**src/rtl/id_ex_stage.sv**
```systemverilog
// ID/EX pipeline register for the MIPS core: latches decode results, inserts
// load-use and flush bubbles, and forwards EX/MEM and MEM/WB results into the ALU operands.

module id_ex_fwd #(
    parameter int BIT_DEPTH      = 32,
    parameter int LOG_PORT_DEPTH = 5
) (
    input  logic [LOG_PORT_DEPTH-1:0] spec,
    input  logic [BIT_DEPTH-1:0]      reg_val,
    input  logic                      exmem_reg_write,
    input  logic [LOG_PORT_DEPTH-1:0] exmem_dst,
    input  logic [BIT_DEPTH-1:0]      exmem_result,
    input  logic                      memwb_reg_write,
    input  logic [LOG_PORT_DEPTH-1:0] memwb_dst,
    input  logic [BIT_DEPTH-1:0]      memwb_result,
    output logic [BIT_DEPTH-1:0]      operand
);
    logic exmem_hit;
    logic memwb_hit;

    // $zero is hardwired, so a write to it must never be forwarded
    assign exmem_hit = exmem_reg_write && (exmem_dst != '0) && (exmem_dst == spec);
    assign memwb_hit = memwb_reg_write && (memwb_dst != '0) && (memwb_dst == spec);

    always_comb begin
        operand = reg_val;
        if (exmem_hit)
            operand = exmem_result;
        else if (memwb_hit)
            operand = memwb_result;
    end
endmodule

module id_ex_stage #(
    parameter int BIT_DEPTH      = 32,
    parameter int LOG_PORT_DEPTH = 5,
    parameter int ALU_CTRL_W     = 4
) (
    input  logic                      clk,
    input  logic                      rst_n,
    input  logic                      id_valid,
    input  logic [BIT_DEPTH-1:0]      id_rd1,
    input  logic [BIT_DEPTH-1:0]      id_rd2,
    input  logic [LOG_PORT_DEPTH-1:0] id_rs,
    input  logic [LOG_PORT_DEPTH-1:0] id_rt,
    input  logic [LOG_PORT_DEPTH-1:0] id_rd,
    input  logic [15:0]               id_imm,
    input  logic                      id_reg_write,
    input  logic                      id_mem_to_reg,
    input  logic                      id_mem_write,
    input  logic                      id_alu_src,
    input  logic                      id_reg_dst,
    input  logic [ALU_CTRL_W-1:0]     id_alu_ctrl,
    input  logic                      flush,
    input  logic                      hold,
    input  logic                      exmem_reg_write,
    input  logic [LOG_PORT_DEPTH-1:0] exmem_dst,
    input  logic [BIT_DEPTH-1:0]      exmem_result,
    input  logic                      memwb_reg_write,
    input  logic [LOG_PORT_DEPTH-1:0] memwb_dst,
    input  logic [BIT_DEPTH-1:0]      memwb_result,
    output logic                      load_use_stall,
    output logic                      ex_valid,
    output logic                      ex_reg_write,
    output logic                      ex_mem_to_reg,
    output logic                      ex_mem_write,
    output logic [ALU_CTRL_W-1:0]     ex_alu_ctrl,
    output logic [LOG_PORT_DEPTH-1:0] ex_dst,
    output logic [LOG_PORT_DEPTH-1:0] ex_rs,
    output logic [LOG_PORT_DEPTH-1:0] ex_rt,
    output logic [BIT_DEPTH-1:0]      ex_alu_a,
    output logic [BIT_DEPTH-1:0]      ex_store_data,
    output logic [BIT_DEPTH-1:0]      ex_alu_b
);
    localparam int NUM_OPS = 2;

    typedef struct packed {
        logic                      valid;
        logic                      reg_write;
        logic                      mem_to_reg;
        logic                      mem_write;
        logic                      alu_src;
        logic [ALU_CTRL_W-1:0]     alu_ctrl;
        logic [LOG_PORT_DEPTH-1:0] dst;
        logic [LOG_PORT_DEPTH-1:0] rs;
        logic [LOG_PORT_DEPTH-1:0] rt;
        logic [BIT_DEPTH-1:0]      rd1;
        logic [BIT_DEPTH-1:0]      rd2;
        logic [BIT_DEPTH-1:0]      imm;
    } ex_slot_t;

    ex_slot_t ex_q;
    ex_slot_t ex_d;
    logic     bubble;
    logic     ctrl_en;

    logic [NUM_OPS-1:0][LOG_PORT_DEPTH-1:0] fwd_spec;
    logic [NUM_OPS-1:0][BIT_DEPTH-1:0]      fwd_in;
    logic [NUM_OPS-1:0][BIT_DEPTH-1:0]      fwd_out;

    // A load in EX cannot supply its data until MEM/WB, so a dependent decode waits one cycle
    assign load_use_stall = ex_q.valid && ex_q.mem_to_reg && id_valid &&
                            (ex_q.dst != '0) &&
                            ((ex_q.dst == id_rs) || (ex_q.dst == id_rt));

    assign bubble  = flush || load_use_stall;
    assign ctrl_en = id_valid && !bubble;

    always_comb begin
        ex_d            = '0;
        ex_d.valid      = ctrl_en;
        ex_d.reg_write  = ctrl_en && id_reg_write;
        ex_d.mem_to_reg = ctrl_en && id_mem_to_reg;
        ex_d.mem_write  = ctrl_en && id_mem_write;
        ex_d.alu_src    = ctrl_en && id_alu_src;
        ex_d.alu_ctrl   = ctrl_en ? id_alu_ctrl : '0;
        // data fields load even on a bubble; nothing downstream looks at them
        ex_d.dst        = id_reg_dst ? id_rd : id_rt;
        ex_d.rs         = id_rs;
        ex_d.rt         = id_rt;
        ex_d.rd1        = id_rd1;
        ex_d.rd2        = id_rd2;
        ex_d.imm        = {{(BIT_DEPTH-16){id_imm[15]}}, id_imm};
    end

    // hold outranks flush: upstream keeps flush asserted until hold drops
    always_ff @(posedge clk or negedge rst_n) begin
        if (!rst_n)
            ex_q <= '0;
        else if (!hold)
            ex_q <= ex_d;
    end

    assign fwd_spec[0] = ex_q.rs;
    assign fwd_spec[1] = ex_q.rt;
    assign fwd_in[0]   = ex_q.rd1;
    assign fwd_in[1]   = ex_q.rd2;

    generate
        for (genvar g = 0; g < NUM_OPS; g++) begin : g_fwd
            id_ex_fwd #(
                .BIT_DEPTH      (BIT_DEPTH),
                .LOG_PORT_DEPTH (LOG_PORT_DEPTH)
            ) u_fwd (
                .spec            (fwd_spec[g]),
                .reg_val         (fwd_in[g]),
                .exmem_reg_write (exmem_reg_write),
                .exmem_dst       (exmem_dst),
                .exmem_result    (exmem_result),
                .memwb_reg_write (memwb_reg_write),
                .memwb_dst       (memwb_dst),
                .memwb_result    (memwb_result),
                .operand         (fwd_out[g])
            );
        end
    endgenerate

    assign ex_valid      = ex_q.valid;
    assign ex_reg_write  = ex_q.reg_write;
    assign ex_mem_to_reg = ex_q.mem_to_reg;
    assign ex_mem_write  = ex_q.mem_write;
    assign ex_alu_ctrl   = ex_q.alu_ctrl;
    assign ex_dst        = ex_q.dst;
    assign ex_rs         = ex_q.rs;
    assign ex_rt         = ex_q.rt;
    assign ex_alu_a      = fwd_out[0];
    assign ex_store_data = fwd_out[1];
    assign ex_alu_b      = ex_q.alu_src ? ex_q.imm : fwd_out[1];
endmodule

```
**config.mk**
```make
export PLATFORM = sky130hd
export DESIGN_NAME = id_ex_stage
export DESIGN_NICKNAME = d
export VERILOG_FILES = /design/src/rtl/id_ex_stage.sv
export SDC_FILE = /design/constraint.sdc
export NUM_CORES = 1
export LEC_CHECK = 0
export CORE_MARGIN = 8
export CORE_UTILIZATION = 40
export DETAILED_ROUTE_END_ITERATION = 16
export GPL_TIMING_DRIVEN = 0
export PLACE_DENSITY = 0.77
export SKIP_CTS_REPAIR_TIMING = 1
export SYNTH_ARGS = -nofsm -noshare
export SYNTH_HDL_FRONTEND = slang
export SYNTH_HIERARCHICAL = 1
export SYNTH_SLANG_ARGS = --single-unit
```
**constraint.sdc**
```tcl
create_clock -name clk -period 2.9 [get_ports clk]
set_input_delay 0.58 -clock clk [delete_from_list [all_inputs] [get_ports clk]]
set_output_delay 0.58 -clock clk [all_outputs]
set_load 0.1 [all_outputs]
```
==> reports/qor.csv <==
stage,metric,value,unit
sta,post-route minimum period,3360,ps
floorplanning,CORE AREA,17100,um^2
critical_path,R2R setup slack,1190,ps
sta,post-route setup slack,-458,ps
floorplanning,row count,48,
sta,final setup fails,95,
synthesis,sequential area share after synthesis,0.376,
global_route,vias in the first global route,7724,
synthesis,"Cell Area, Synth",6930,um^2
global_route,gr ovfl total,0,
floorplanning,die area,21800,um^2
sta,worst hold margin,234,ps
power_and_ir_drop,Peak VDD IR,410,uV
detailed_routing,DRT antenna net count,0,
synthesis,Syn. warnings,6,
sta,Fin. Hold Viols,0,
synthesis,#FFs+latches synth,104,
sta,Final period util,1.16,
final_layout,nets,1235,
sta,Worst Skew,11.6,ps
detailed_routing,Routed wire per std cell,27.5,um
power_and_ir_drop,PwrDens,540,nW/um^2
detailed_routing,first drt pass iteration count,5,
floorplanning,I/O pin count,305,
floorplanning,Die X,148,um
clock_network,clk_lat worst skew,360,ps
critical_path,CP Class,register to output port,
critical_path,Crit. End Element,output port,
critical_path,CP Max Fanout,10,
placed_design,Port Buffer Count,303,
floorplanning,starting density of the core,0.405,
synthesis,Most used DFF post-synth,dfrtp_1,
synthesis,asr flop ratio synth,1.00,
global_route,initial antenna violation count,5,
sta,"Slew Viols, Final",0,
critical_path,Worst Setup Start Kind,register,
final_layout,Layout Area Growth over Synthesis,103,%
placed_design,DP HPWL,23400,um
final_layout,Largest register FFs,81,
clock_network,CTS tree,done,
global_route,Tot GR Track Use,0.265,
synthesis,Synth cell types,32,
global_route,first-pass GRT wire length,44800,um
clock_network,clk slew on worst S/H paths,80,ps
synthesis,Post-synth EDFFs,0,
detailed_routing,First DRT Iteration DRCs,596,
detailed_routing,vias after detailed routing,8020,
sta,RSZ-0062 raised after global routing,true,
sta,Worst Tran Pin Value,1310,ps
critical_path,Worst Path Arrival,2780,ps
detailed_routing,Via density,6.26,
flow_run,Max-cap violations,0,
clock_network,Max Buffers Root-to-Sink,2,
status,failing checks,negative setup slack,
status,status,"complete, but fails checks",
clock_network,# clock sinks,104,
clock_network,H-tree depth,3,
power_and_ir_drop,Leak,0.00507,uW
synthesis,Synth Area per Inst,9.72,um^2
final_layout,share of layout cells above drive strength 1,0.556,
placed_design,routability cong.,0.899,
clock_network,total CTS buffers,9,
sta,Worst slew margin,0.130,
sta,fmax,298,MHz
detailed_routing,Detailed Route WL,35200,um
synthesis,cells after synthesis,713,
sta,final setup TNS,-17820,ps
min_path,HP Class,primary input to asynchronous set/reset pin,
synthesis,"Net Count, Synth",898,
final_layout,Biggest register,ex_q,
clock_network,CTS Root Cell,clkbuf_16,
detailed_routing,DRC,0,
global_route,largest net degree at the start of global routing,60,
critical_path,WP data required,2320,ps
floorplanning,height of the die,148,um
## final timing paths
path | from | endpoint | depth (start not counted)
worst min register to register | ex_q[1] | ex_q[1] | 1
min in group clk | ex_q[1] | ex_q[1] | 1
worst max register to register | ex_dst[1] | ex_alu_ctrl[0] | 4
worst min-delay path | rst_n | ex_q[78] | 1
max in group asynchronous | rst_n | ex_q[60] | 2
worst max-delay path | ex_rt[3] | ex_alu_b[13] | 7
## through the flow
stage | setup WS [ps] | area [um^2] | cells | util | power (uW)
global route | -449 | 14100 | 1281 | 0.821 | 7790
CTS | -1890 | 11900 | 1256 | 0.694 | 6760
detailed placement | -1880 | 11600 | 1242 | 0.679 | 5580
finish | -458 | 14100 | 1281 | 0.821 | 7590
global placement | -2880 | 11600 | 1241 | 0.677 | 5540
floorplan | -562 | 8270 | 713 | - | 4530
## layout by cell type, fill, tap and decap left out, types with 20 or more instances in the layout
master / synthesis / final
clkdlybuf4s50_1: 0 / 194
dfrtp_1: 104 / 97
mux2_2: 105 / 90
buf_12: 0 / 78
nand4_1: 64 / 64
a31oi_4: 0 / 63
buf_4: 21 / 47
o31ai_2: 0 / 39
nor4_2: 0 / 32
buf_6: 6 / 31
nor4_1: 66 / 23
o31ai_4: 0 / 21
clkbuf_2: 0 / 20
## critical path: stages, from the launching register on
cell      delay, ps
dfrtp_2         470
xnor2_2         240
nand3_4         190
clkbuf_1        340
nor4_1          610
a31oi_4          80
mux2_4          300
buf_6           190
## final cells by class
cell class / count / area, um^2
antenna: 3 / 7.51
buffer: 95 / 728
clock buffer: 9 / 225
clock inverter: 5 / 42.5
fill: 932 / 3070
inverter: 18 / 67.6
multi-input combinational: 487 / 5990
sequential: 104 / 2610
tap: 225 / 282
timing repair buffer: 335 / 4090
## routing by layer
metal  global-route usage  wire length [um]  vias up
met5                    0                22        -
met4               0.0882              1240        4
met3               0.0792              3020       87
met2                0.443             17700      458
met1                0.319             13200     4022
li1                     -                 -     3449
## cell usage after synthesis, types with 2 or more instances
cell type  count  share of area
buf_1          7         0.0038
mux2i_1        5         0.0072
clkbuf_1      54          0.029
xnor2_1       26          0.033
buf_4         21          0.023
nand3_1        6         0.0043
o21ai_1       11         0.0079
a21oi_4        2         0.0047
o21ai_0       22          0.016
inv_1         18         0.0098
o31ai_1       64          0.069
or2_1          2         0.0018
or3_1          2         0.0018
a32oi_1        8          0.010
buf_6          6         0.0098
dfrtp_1      104           0.38
o21a_1         2         0.0022
nand4_1       64          0.058
nor2_1         2         0.0011
a31oi_1       64          0.058
mux2_2       105           0.17
or4_4          3         0.0049
nor4_1        66          0.060
and2_1         4         0.0036
buf_2         16          0.012
and3_1         2         0.0018
nand2_1       22          0.012
## logic make-up after synthesis
group / Yosys count / share of synthesized area
xor gates and xnor gates: 26 / 0.0329
buffers and inverters: 122 / 0.0869
and+or+nand+nor: 175 / 0.152
AOI/OAI and AO/OA: 176 / 0.175
DFF: 104 / 0.376
muxes: 110 / 0.178
## power by group
group / leakage [uW] / total (uW) / internal, uW / switching (uW)
clock: 0.000122 / 1180 / 584 / 597
sequential: 0.00122 / 1750 / 1600 / 156
combinational: 0.00372 / 4660 / 1660 / 3000
total: 0.00507 / 7590 / 3840 / 3750
Note: power is estimated with default switching activity, not from simulation.
